--- config.mk ---
export PLATFORM = sky130hd
export DESIGN_NAME = case_decode_seq
export DESIGN_NICKNAME = d
export VERILOG_FILES = /design/src/rtl/case_decode_pkg.sv /design/src/rtl/case_step_timer.sv /design/src/rtl/case_decode_seq.sv
export SDC_FILE = /design/constraint.sdc
export NUM_CORES = 1
export LEC_CHECK = 0
export BUFFER_PORTS_ARGS = -buffer_cell sky130_fd_sc_hd__buf_2
export CAP_MARGIN = 10
export CORE_UTILIZATION = 61
export DETAILED_ROUTE_END_ITERATION = 12
export GPL_ROUTABILITY_DRIVEN = 1
export GPL_TIMING_DRIVEN = 0
export PLACE_DENSITY = 0.82
export SLEW_MARGIN = 20
export SYNTH_ARGS = -nofsm -noshare
export SYNTH_HDL_FRONTEND = slang
export SYNTH_HIERARCHICAL = 1
export SYNTH_SLANG_ARGS = --single-unit
--- constraint.sdc ---
create_clock -name clk -period 3.6 [get_ports clk]
set_input_delay 0.54 -clock clk [delete_from_list [all_inputs] [get_ports clk]]
set_output_delay 0.54 -clock clk [all_outputs]
set_load 0.1 [all_outputs]
--- src/rtl/case_decode_pkg.sv ---
// Shared types and helpers for the registered case decoder.
// Holds the FSM state encoding, parameter defaults and the table lookup.
package case_decode_pkg;

   typedef enum logic [1:0] {
      ST_IDLE = 2'd0,
      ST_SEQ  = 2'd1,
      ST_DONE = 2'd2
   } state_e;

   localparam int DEFAULT_VAL_DEF = 5;
   localparam int STEP_CYCLES_DEF = 10;
   localparam int LUT_W = 32;

   // Result is {hit, value}; callers slice value down to their data width.
   function automatic logic [LUT_W:0] lookup(
      input logic             vld,
      input logic [LUT_W-1:0] data,
      input logic [LUT_W-1:0] dflt
   );
      return vld ? {1'b1, data} : {1'b0, dflt};
   endfunction

endpackage

--- src/rtl/case_step_timer.sv ---
// Modulo-STEP_CYCLES step timer with clear and enable.
// Flags the first and last cycle of each step.
module case_step_timer
   import case_decode_pkg::*;
#(
   parameter int STEP_CYCLES = STEP_CYCLES_DEF
) (
   input  logic clk,
   input  logic rst_n,
   input  logic i_clr,
   input  logic i_en,
   output logic o_first,
   output logic o_last
);

   localparam int CW = (STEP_CYCLES > 1) ? $clog2(STEP_CYCLES) : 1;
   localparam logic [CW-1:0] LAST = CW'(STEP_CYCLES - 1);

   logic [CW-1:0] r_cnt;

   always_ff @(posedge clk) begin
      if (!rst_n || i_clr) begin
         r_cnt <= '0;
      end else if (i_en) begin
         r_cnt <= o_last ? '0 : r_cnt + CW'(1);
      end
   end

   assign o_first = (r_cnt == '0);
   assign o_last  = (r_cnt == LAST);

endmodule

--- src/rtl/case_decode_seq.sv ---
// Registered, programmable select-code decoder with a direct lookup
// mode and an auto-sequence mode that steps through codes 0..seq_last.
module case_decode_seq
   import case_decode_pkg::*;
#(
   parameter int SEL_W       = 3,
   parameter int DATA_W      = 4,
   parameter int DEFAULT_VAL = DEFAULT_VAL_DEF,
   parameter int STEP_CYCLES = STEP_CYCLES_DEF
) (
   input  logic              clk,
   input  logic              rst_n,
   input  logic              cfg_we,
   input  logic [SEL_W-1:0]  cfg_addr,
   input  logic [DATA_W-1:0] cfg_data,
   input  logic              cfg_clr,
   input  logic              mode,
   input  logic              sel_valid,
   input  logic [SEL_W-1:0]  sel_in,
   output logic              sel_ready,
   input  logic              start,
   input  logic [SEL_W-1:0]  seq_last,
   output logic              out_valid,
   output logic [DATA_W-1:0] out_data,
   output logic [SEL_W-1:0]  out_sel,
   output logic              out_hit,
   output logic              busy
);

   localparam int DEPTH = 2 ** SEL_W;
   localparam logic [1:0] IDLE = ST_IDLE;
   localparam logic [1:0] SEQ  = ST_SEQ;
   localparam logic [1:0] DONE = ST_DONE;

   logic [1:0]        r_state;
   logic [DATA_W-1:0] r_tbl [DEPTH];
   logic [DEPTH-1:0]  r_vld;
   logic [SEL_W-1:0]  r_code;
   logic [SEL_W-1:0]  r_last;

   logic             w_in_seq;
   logic             w_acc;
   logic             w_start;
   logic             w_first;
   logic             w_last;
   logic [SEL_W-1:0] w_code;
   logic [LUT_W:0]   w_lk;
   logic             w_unused_lk;

   assign w_in_seq  = (r_state == SEQ);
   assign sel_ready = (r_state == IDLE) && !mode;
   assign busy      = w_in_seq;
   assign w_acc     = sel_valid && sel_ready;
   assign w_start   = (r_state == IDLE) && mode && start;
   assign w_code    = w_in_seq ? r_code : sel_in;

   // Reads see the table as it stood before this edge's write.
   assign w_lk = lookup(r_vld[w_code],
                        LUT_W'(r_tbl[w_code]),
                        LUT_W'(DEFAULT_VAL));
   assign w_unused_lk = ^w_lk[LUT_W-1:DATA_W];

   case_step_timer #(
      .STEP_CYCLES(STEP_CYCLES)
   ) u_timer (
      .clk    (clk),
      .rst_n  (rst_n),
      .i_clr  (!w_in_seq),
      .i_en   (w_in_seq),
      .o_first(w_first),
      .o_last (w_last)
   );

   always_ff @(posedge clk) begin
      if (cfg_we) begin
         r_tbl[cfg_addr] <= cfg_data;
      end
   end

   // Clear first, then the write, so a same-edge write survives.
   always_ff @(posedge clk) begin
      if (!rst_n) begin
         r_vld <= '0;
      end else begin
         if (cfg_clr) r_vld <= '0;
         if (cfg_we)  r_vld[cfg_addr] <= 1'b1;
      end
   end

   always_ff @(posedge clk) begin
      if (!rst_n) begin
         r_state   <= IDLE;
         r_code    <= '0;
         r_last    <= '0;
         out_valid <= 1'b0;
         out_data  <= '0;
         out_sel   <= '0;
         out_hit   <= 1'b0;
      end else begin
         out_valid <= 1'b0;
         unique case (r_state)
            IDLE: begin
               if (w_start) begin
                  r_state <= SEQ;
                  r_code  <= '0;
                  r_last  <= seq_last;
               end
            end
            SEQ: begin
               if (w_last) begin
                  if (r_code == r_last) r_state <= DONE;
                  else                  r_code  <= r_code + SEL_W'(1);
               end
            end
            DONE:    r_state <= IDLE;
            default: r_state <= IDLE;
         endcase
         if (w_acc || (w_in_seq && w_first)) begin
            out_valid <= 1'b1;
            out_data  <= w_lk[DATA_W-1:0];
            out_sel   <= w_code;
            out_hit   <= w_lk[LUT_W];
         end
      end
   end

endmodule

==> qor.csv, run 1 <==
metric,value,unit
status,finished clean,
die area,0.00452,mm²
Avg Synthesized Cell Area,12.2,µm²
DRT Pass-1 Iters,4,
pin count of the biggest net entering global routing,11,
"EDFF count, synth",32,
Crit. End Element,flop,
Layout Skew,0.0124,ns
RSZ-0062 raised after global routing,no,
Fmax,0.420,GHz
final hold violation count,0,
M3 GR Usage,10.3,%
placer congestion estimate,0.774,
Residual DRC,0,
Initial DRC Count,83,
Post-CTS Hold Fix Bufs,0,
busiest grt layer,met2,
Yosys warnings,6,
Crit Path Category,flop to flop,
number of diodes,0,
crit path cell chain,"nand2b_1, buf_6, mux2i_4, mux4_2, a22oi_1, a21oi_1",
Worst Path Max Fanout,10,
CP max stage cell,mux4_2,
Leakage,1.17,nW
Routed WL per cell,16.2,µm
"area leader, netlist",edfxtp_1,
CTS Buffer Depth,2,
first-pass GRT wire length,7620,µm
max cap viols,0,
total chip power,1.48,mW
crit-path leading delay family,multiplexers,
Async SR Flop Fraction,0,%
Post-layout nets,275,
DRT antenna net count,0,
final period utilization,66.2,%
final core utilization,73.3,%
vias in the first global route,1591,
Worst-path clk slew,0.06,ns
count of clock tree sinks,61,
Via Count,1750,
DP HPWL,3450,µm
final setup violation count,0,
H-tree depth,3,
Post-CTS Setup Bufs,0,
Max VDD drop,0.284,mV
Site Rows,23,
CP Launch Type,flop,
Synth Register Bits,61,
required time worst endpoint,3.81,ns
Num CTS Buffers,9,
count of cell types in the netlist,43,
share of the synthesized area in the top cell type,37.0,%
GRT met1 Usage,32.7,%
core area,0.00406,mm²
Final TNS setup,0,ns
Worst Tran Pin Value,0.790,ns
aggregate global-route resource usage,24.9,%
WP buf/inv,1,
PortBufs,30,
Synth area leaders,"edfxtp_1 (37%), dfxtp_1 (22%), mux2i_1 (7.7%)",
root buf cell,clkbuf_8,
Hold/Removal Path Class,input port to flop,
CP peak stage delay,0.61,ns
CTS tree,built,
Fin Hold WS,0.441,ns
io pins,31,
"Seq/Total Area, Yosys",59.4,%
Die Wd,67.2,µm
gr ovfl total,0,
Layout area overhead,14.5,%
syn nets,234,
ys flop type,edfxtp_1,
die height,67.2,µm
CTS resizes,0,
GR Util met2,37.3,%
PwrDens,497,mW/mm²
Mapped Area,0.00260,mm²
reg2reg setup slack,1.22,ns
initial core utilization,64.0,%
Tmin final,2.38,ns
Mapped Cells,213,
layout cells sized above 1,22.0,%
Clock Latency Late Sink,0.34,ns
"Slew Viols, Final",0,
vias per cell,5.66,
Worst EP arrival,2.59,ns
Detailed Route WL,5020,µm
Slew headroom,46.9,%
initial antenna violation count,0,
==> cell type report <==
cell class / instances / area (µm²)
timing repair buffer: 30 / 150
inverter: 6 / 22.5
fill: 279 / 1080
buffer: 6 / 46.3
tap: 50 / 62.6
sequential: 61 / 1540
clock buffer: 13 / 149
multi-input combinational: 140 / 986
clock inverter: 3 / 15.0
==> routing by layer <==
layer	part of all wire, %	vias up	wire length (µm)
met5	0	-	0
met4	1.4	0	68
met3	5.1	9	258
met2	46	52	2310
met1	48	821	2390
li1	-	868	-
==> registers in the layout, indices dropped and copies added (netlist names) <==
signal	count
out_valid	1
u_timer/r_cnt	4
r_tbl	32
r_last	3
r_state	2
out_data	4
r_code	3
out_hit	1
out_sel	3
r_vld	8
==> cells by family after synthesis <==
| group | count (synthesis) | share of synthesized area (%) |
|---|---|---|
| buffers and inverters | 12 | 2.65 |
| xor gates and xnor gates | 6 | 2.02 |
| DFF | 61 | 59.4 |
| and+or+nand+nor | 67 | 12.4 |
| muxes | 27 | 13.5 |
| AOI/OAI and AO/OA | 39 | 9.59 |
| adders and majority gates | 1 | 0.482 |
==> tightest hold or removal path, delay by kind of cell <==
family | cells | cell delay, ns
multiplexers | 1 | 0.05
AND/OR/NAND/NOR | 1 | 0.07
buffers and inverters | 1 | 0.07
==> cell usage after synthesis, types with 4 or more instances <==
cell	count
nor2b_1	4
o21ai_0	5
nor2_1	27
dfxtp_1	29
nand3_1	4
inv_1	6
mux2i_1	20
edfxtp_1	32
a21oi_1	17
nor3_1	8
nand2_1	11
nand2b_1	5
==> path summary, 6_finish.rpt <==
kind | start | endpoint | cells past startpoint
setup / recovery | r_state[1] | out_hit | 6
hold reg to reg | out_data[1] | out_data[1] | 2
setup reg to reg | r_state[1] | out_hit | 6
hold / removal | seq_last[1] | r_last[1] | 3
==> cells in the final DEF, fill, tap and decap left out, drive strengths merged, types with 2 or more instances in the layout <==
master / instances
a32o: 2
edfxtp: 32
nand2b: 5
clkinv: 3
nor2b: 4
inv: 6
dfxtp: 29
o21ai: 6
clkbuf: 15
xnor2: 3
buf: 34
o31ai: 2
nand2: 12
xor2: 3
nor2: 27
mux4: 4
a21oi: 18
mux2i: 22
nand3: 4
a221o: 2
and2: 2
a211oi: 3
nor3: 8
==> power breakdown <==
| part | switching (mW) | internal [mW] | total, mW |
|---|---|---|---|
| logic | 0.140 | 0.0609 | 0.201 |
| registers | 0.00921 | 0.756 | 0.765 |
| clock network | 0.248 | 0.265 | 0.513 |
==> through the flow <==
step | instances | cell area (µm²) | worst slack, ns
floorplan | 213 | 2600 | 0.493
global placement | 293 | 2810 | 1.25
detailed placement | 293 | 2810 | 1.22
CTS | 309 | 2970 | 1.21
global route | 309 | 2970 | 1.03
finish | 309 | 2970 | 1.22
Power figures use the tool's default switching activity.
==> run 2, diff against run 1 <==
- CORE_UTILIZATION: 61 -> 57
- PLACE_DENSITY: 0.82 -> 0.77
- clock period: 3.6 -> 2.3 ns (I/O delays scaled with it)
==> run 2 against run 1 <==
  * Hold slack worse by 0.18 ns
  * Sequential share of layout area is 0.41 points lower
  * Routed wire length is 5.7% lower
  * Setup slack worse by 1.0 ns
  * Combinational power is 57% higher
  * Clock-buffer cell count is 2 lower
  * Sequential power is 57% higher
  * Final area is 0.88% higher
  * Non-clock buffer count is 1 higher
  * Global-route usage is 3.1 points lower
  * Clock power is 57% higher
  * Critical endpoint unchanged
  * Highest routed layer unchanged
==> qor.csv, run 2 (synthesized netlist as in run 1, its figures left out) <==
metric,value,unit,change
placer congestion estimate,0.740,,was 0.774
top flop regs,"r_tbl (32), r_vld (8)",,unchanged
Worst EP arrival,2.29,ns,was 2.59 ns
"Cell Count, Final, Fillers Out",312,,was 309
Die Wd,69.5,µm,was 67.2 µm
max reg flops,32,,unchanged
Fmax,0.478,GHz,was 0.420 GHz
Clk pwr share,34.7,%,about the same
gr ovfl total,0,,unchanged
Top reg by flops,r_tbl,,unchanged
Worst-path clk slew,0.06,ns,about the same
Post-layout nets,276,,was 275
internal power,1.69,mW,was 1.08 mW
io pins,31,,unchanged
DP HPWL,3360,µm,was 3450 µm
vias per cell,5.63,,was 5.66
RR Startpoint,r_state[0],,was r_state[1]
Routed WL per cell,15.2,µm,was 16.2 µm
Clock Latency Late Sink,0.33,ns,was 0.34 ns
pin count of the biggest net entering global routing,12,,was 11
reg2reg end,out_hit,,unchanged
final setup violation count,0,,unchanged
Via Count,1755,,was 1750
die height,69.5,µm,was 67.2 µm
CTS tree,built,,unchanged
Initial DRC Count,145,,was 83
Leakage,1.18,nW,was 1.17 nW
FF-to-FF path depth,7,,was 6
critical path endpoint,out_hit,,unchanged
Num CTS Buffers,9,,unchanged
switch share,26.8,%,about the same
CP Launch Type,flop,,unchanged
RSZ-0062 raised after global routing,no,,unchanged
die area,0.00483,mm²,was 0.00452 mm²
"commonest non-fill, non-tap cell in the layout",edfxtp_1,,unchanged
CTS Buffer Depth,2,,unchanged
sequential power share,51.7,%,about the same
Detailed Route WL,4730,µm,was 5020 µm
final core utilization,68.9,%,was 73.3%
DRT Pass-1 Iters,4,,unchanged
Residual DRC,0,,unchanged
reg2reg setup slack,0.21,ns,was 1.22 ns
most frequent cells in the layout,"edfxtp_1 (32), buf_2 (31), dfxtp_1 (28)",,"was edfxtp_1 (32), buf_2 (31), dfxtp_1 (29)"
final period utilization,91.0,%,was 66.2%
M3 GR Usage,4.65,%,was 10.3%
Inst Count DP,295,,was 293
GRT met1 Usage,30.6,%,was 32.7%
initial antenna violation count,0,,unchanged
status,finished clean,,unchanged
"Slew Viols, Final",0,,unchanged
number of diodes,0,,unchanged
max cap viols,0,,unchanged
DP Worst Slack,-0.100,ns,was 1.22 ns
combinational share of power,13.6,%,about the same
PortBufs,30,,unchanged
required time worst endpoint,2.50,ns,was 3.81 ns
vias in the first global route,1667,,was 1591
Hold/Removal Path Class,input port to flop,,unchanged
busiest grt layer,met2,,unchanged
Worst Tran Pin Value,0.948,ns,was 0.790 ns
H-tree depth,3,,unchanged
Switching Power,621,µW,was 397 µW
aggregate global-route resource usage,21.9,%,was 24.9%
final hold violation count,0,,unchanged
layout cells sized above 1,24.2,%,was 22.0%
root buf cell,clkbuf_8,,unchanged
Layout area overhead,15.5,%,was 14.5%
core area,0.00435,mm²,was 0.00406 mm²
initial core utilization,59.6,%,was 64.0%
Worst Path Max Fanout,10,,unchanged
Tmin final,2.09,ns,was 2.38 ns
Crit Path Category,flop to flop,,unchanged
count of clock tree sinks,61,,unchanged
Final Worst Setup Slack,0.206,ns,was 1.22 ns
Fill cells,349,,was 279
Crit. End Element,flop,,unchanged
Layout Skew,0.00966,ns,was 0.0124 ns
Post-CTS Hold Fix Bufs,0,,unchanged
PwrDens,771,mW/mm²,was 497 mW/mm²
Max VDD drop,0.756,mV,was 0.284 mV
GR Util met2,31.8,%,was 37.3%
DRT antenna net count,0,,unchanged
Slew headroom,36.3,%,was 46.9%
first-pass GRT wire length,7890,µm,was 7620 µm
crit path launch,r_state[0],,was r_state[1]
Site Rows,24,,was 23
-- run 2: final cells by class --
type | instances | area [µm²] | share of cell area [%]
repair buffers | 31 | 158 | 5.26
multi-input cells | 140 | 996 | 33.2
inverters | 6 | 22.5 | 0.751
flip-flops and latches | 61 | 1540 | 51.4
clock buffers | 11 | 141 | 4.71
plain buffers | 6 | 46.3 | 1.54
well taps | 52 | 65.1 | 2.17
clock inverters | 5 | 27.5 | 0.918
-- run 2: power groups by stage --
stage               clock [mW]  sequential, mW  combinational [mW]
floorplan                    0            1.30               0.159
global placement             0            1.22               0.309
detailed placement           0            1.22               0.312
CTS                      0.812            1.20               0.315
global route             0.864            1.20               0.338
finish                   0.803            1.20               0.315
-- run 2: timing repair --
action,in CTS,in global routing
endpoints found under the hold margin,0,0
endpoints found under the setup margin,5,3
gates resized for setup,0,2
buffers inserted,1,0
-- run 2: worst min path at each step --
| stage | startpoint | to | slack (ns) | cells after the start |
|---|---|---|---|---|
| 3_3_place_gp | out_hit | out_hit | 0.44 | 2 |
| 5_1_grt | seq_last[0] | r_last[0] | 0.28 | 3 |
| 6_report | seq_last[2] | r_last[2] | 0.26 | 3 |
| 4_1_cts | seq_last[2] | r_last[2] | 0.25 | 3 |
| 2_1_floorplan | cfg_data[0] | r_tbl[0][0] | 0.44 | 0 |
| 3_5_place_dp | out_hit | out_hit | 0.45 | 2 |
-- run 2: routing by layer --
| metal | up-vias | routed length, µm | part of all wire, % |
|---|---|---|---|
| met3 | 9 | 301 | 6.4 |
| met1 | 824 | 2190 | 46 |
| met2 | 55 | 2140 | 45 |
| met4 | 0 | 97 | 2.0 |
| li1 | 867 | - | - |
| met5 | - | 0 | 0 |
-- run 2: metrics by stage --
stage	TNS [ns]	hold WS (ns)	area [µm²]	power [mW]
floorplan	0	0.444	2600	1.46
global placement	-0.310	0.441	2820	1.53
detailed placement	-0.292	0.451	2820	1.53
CTS	0	0.254	2990	2.32
global route	0	0.281	3000	2.40
finish	0	0.262	3000	2.31
-- run 2: critical path: stages, from the launching register on --
cell and delay, ns:
dfxtp_1 0.29, buf_2 0.17, nand2b_1 0.10, buf_6 0.16
mux2i_4 0.30, mux4_2 0.59, a22oi_2 0.26, a21oi_1 0.09
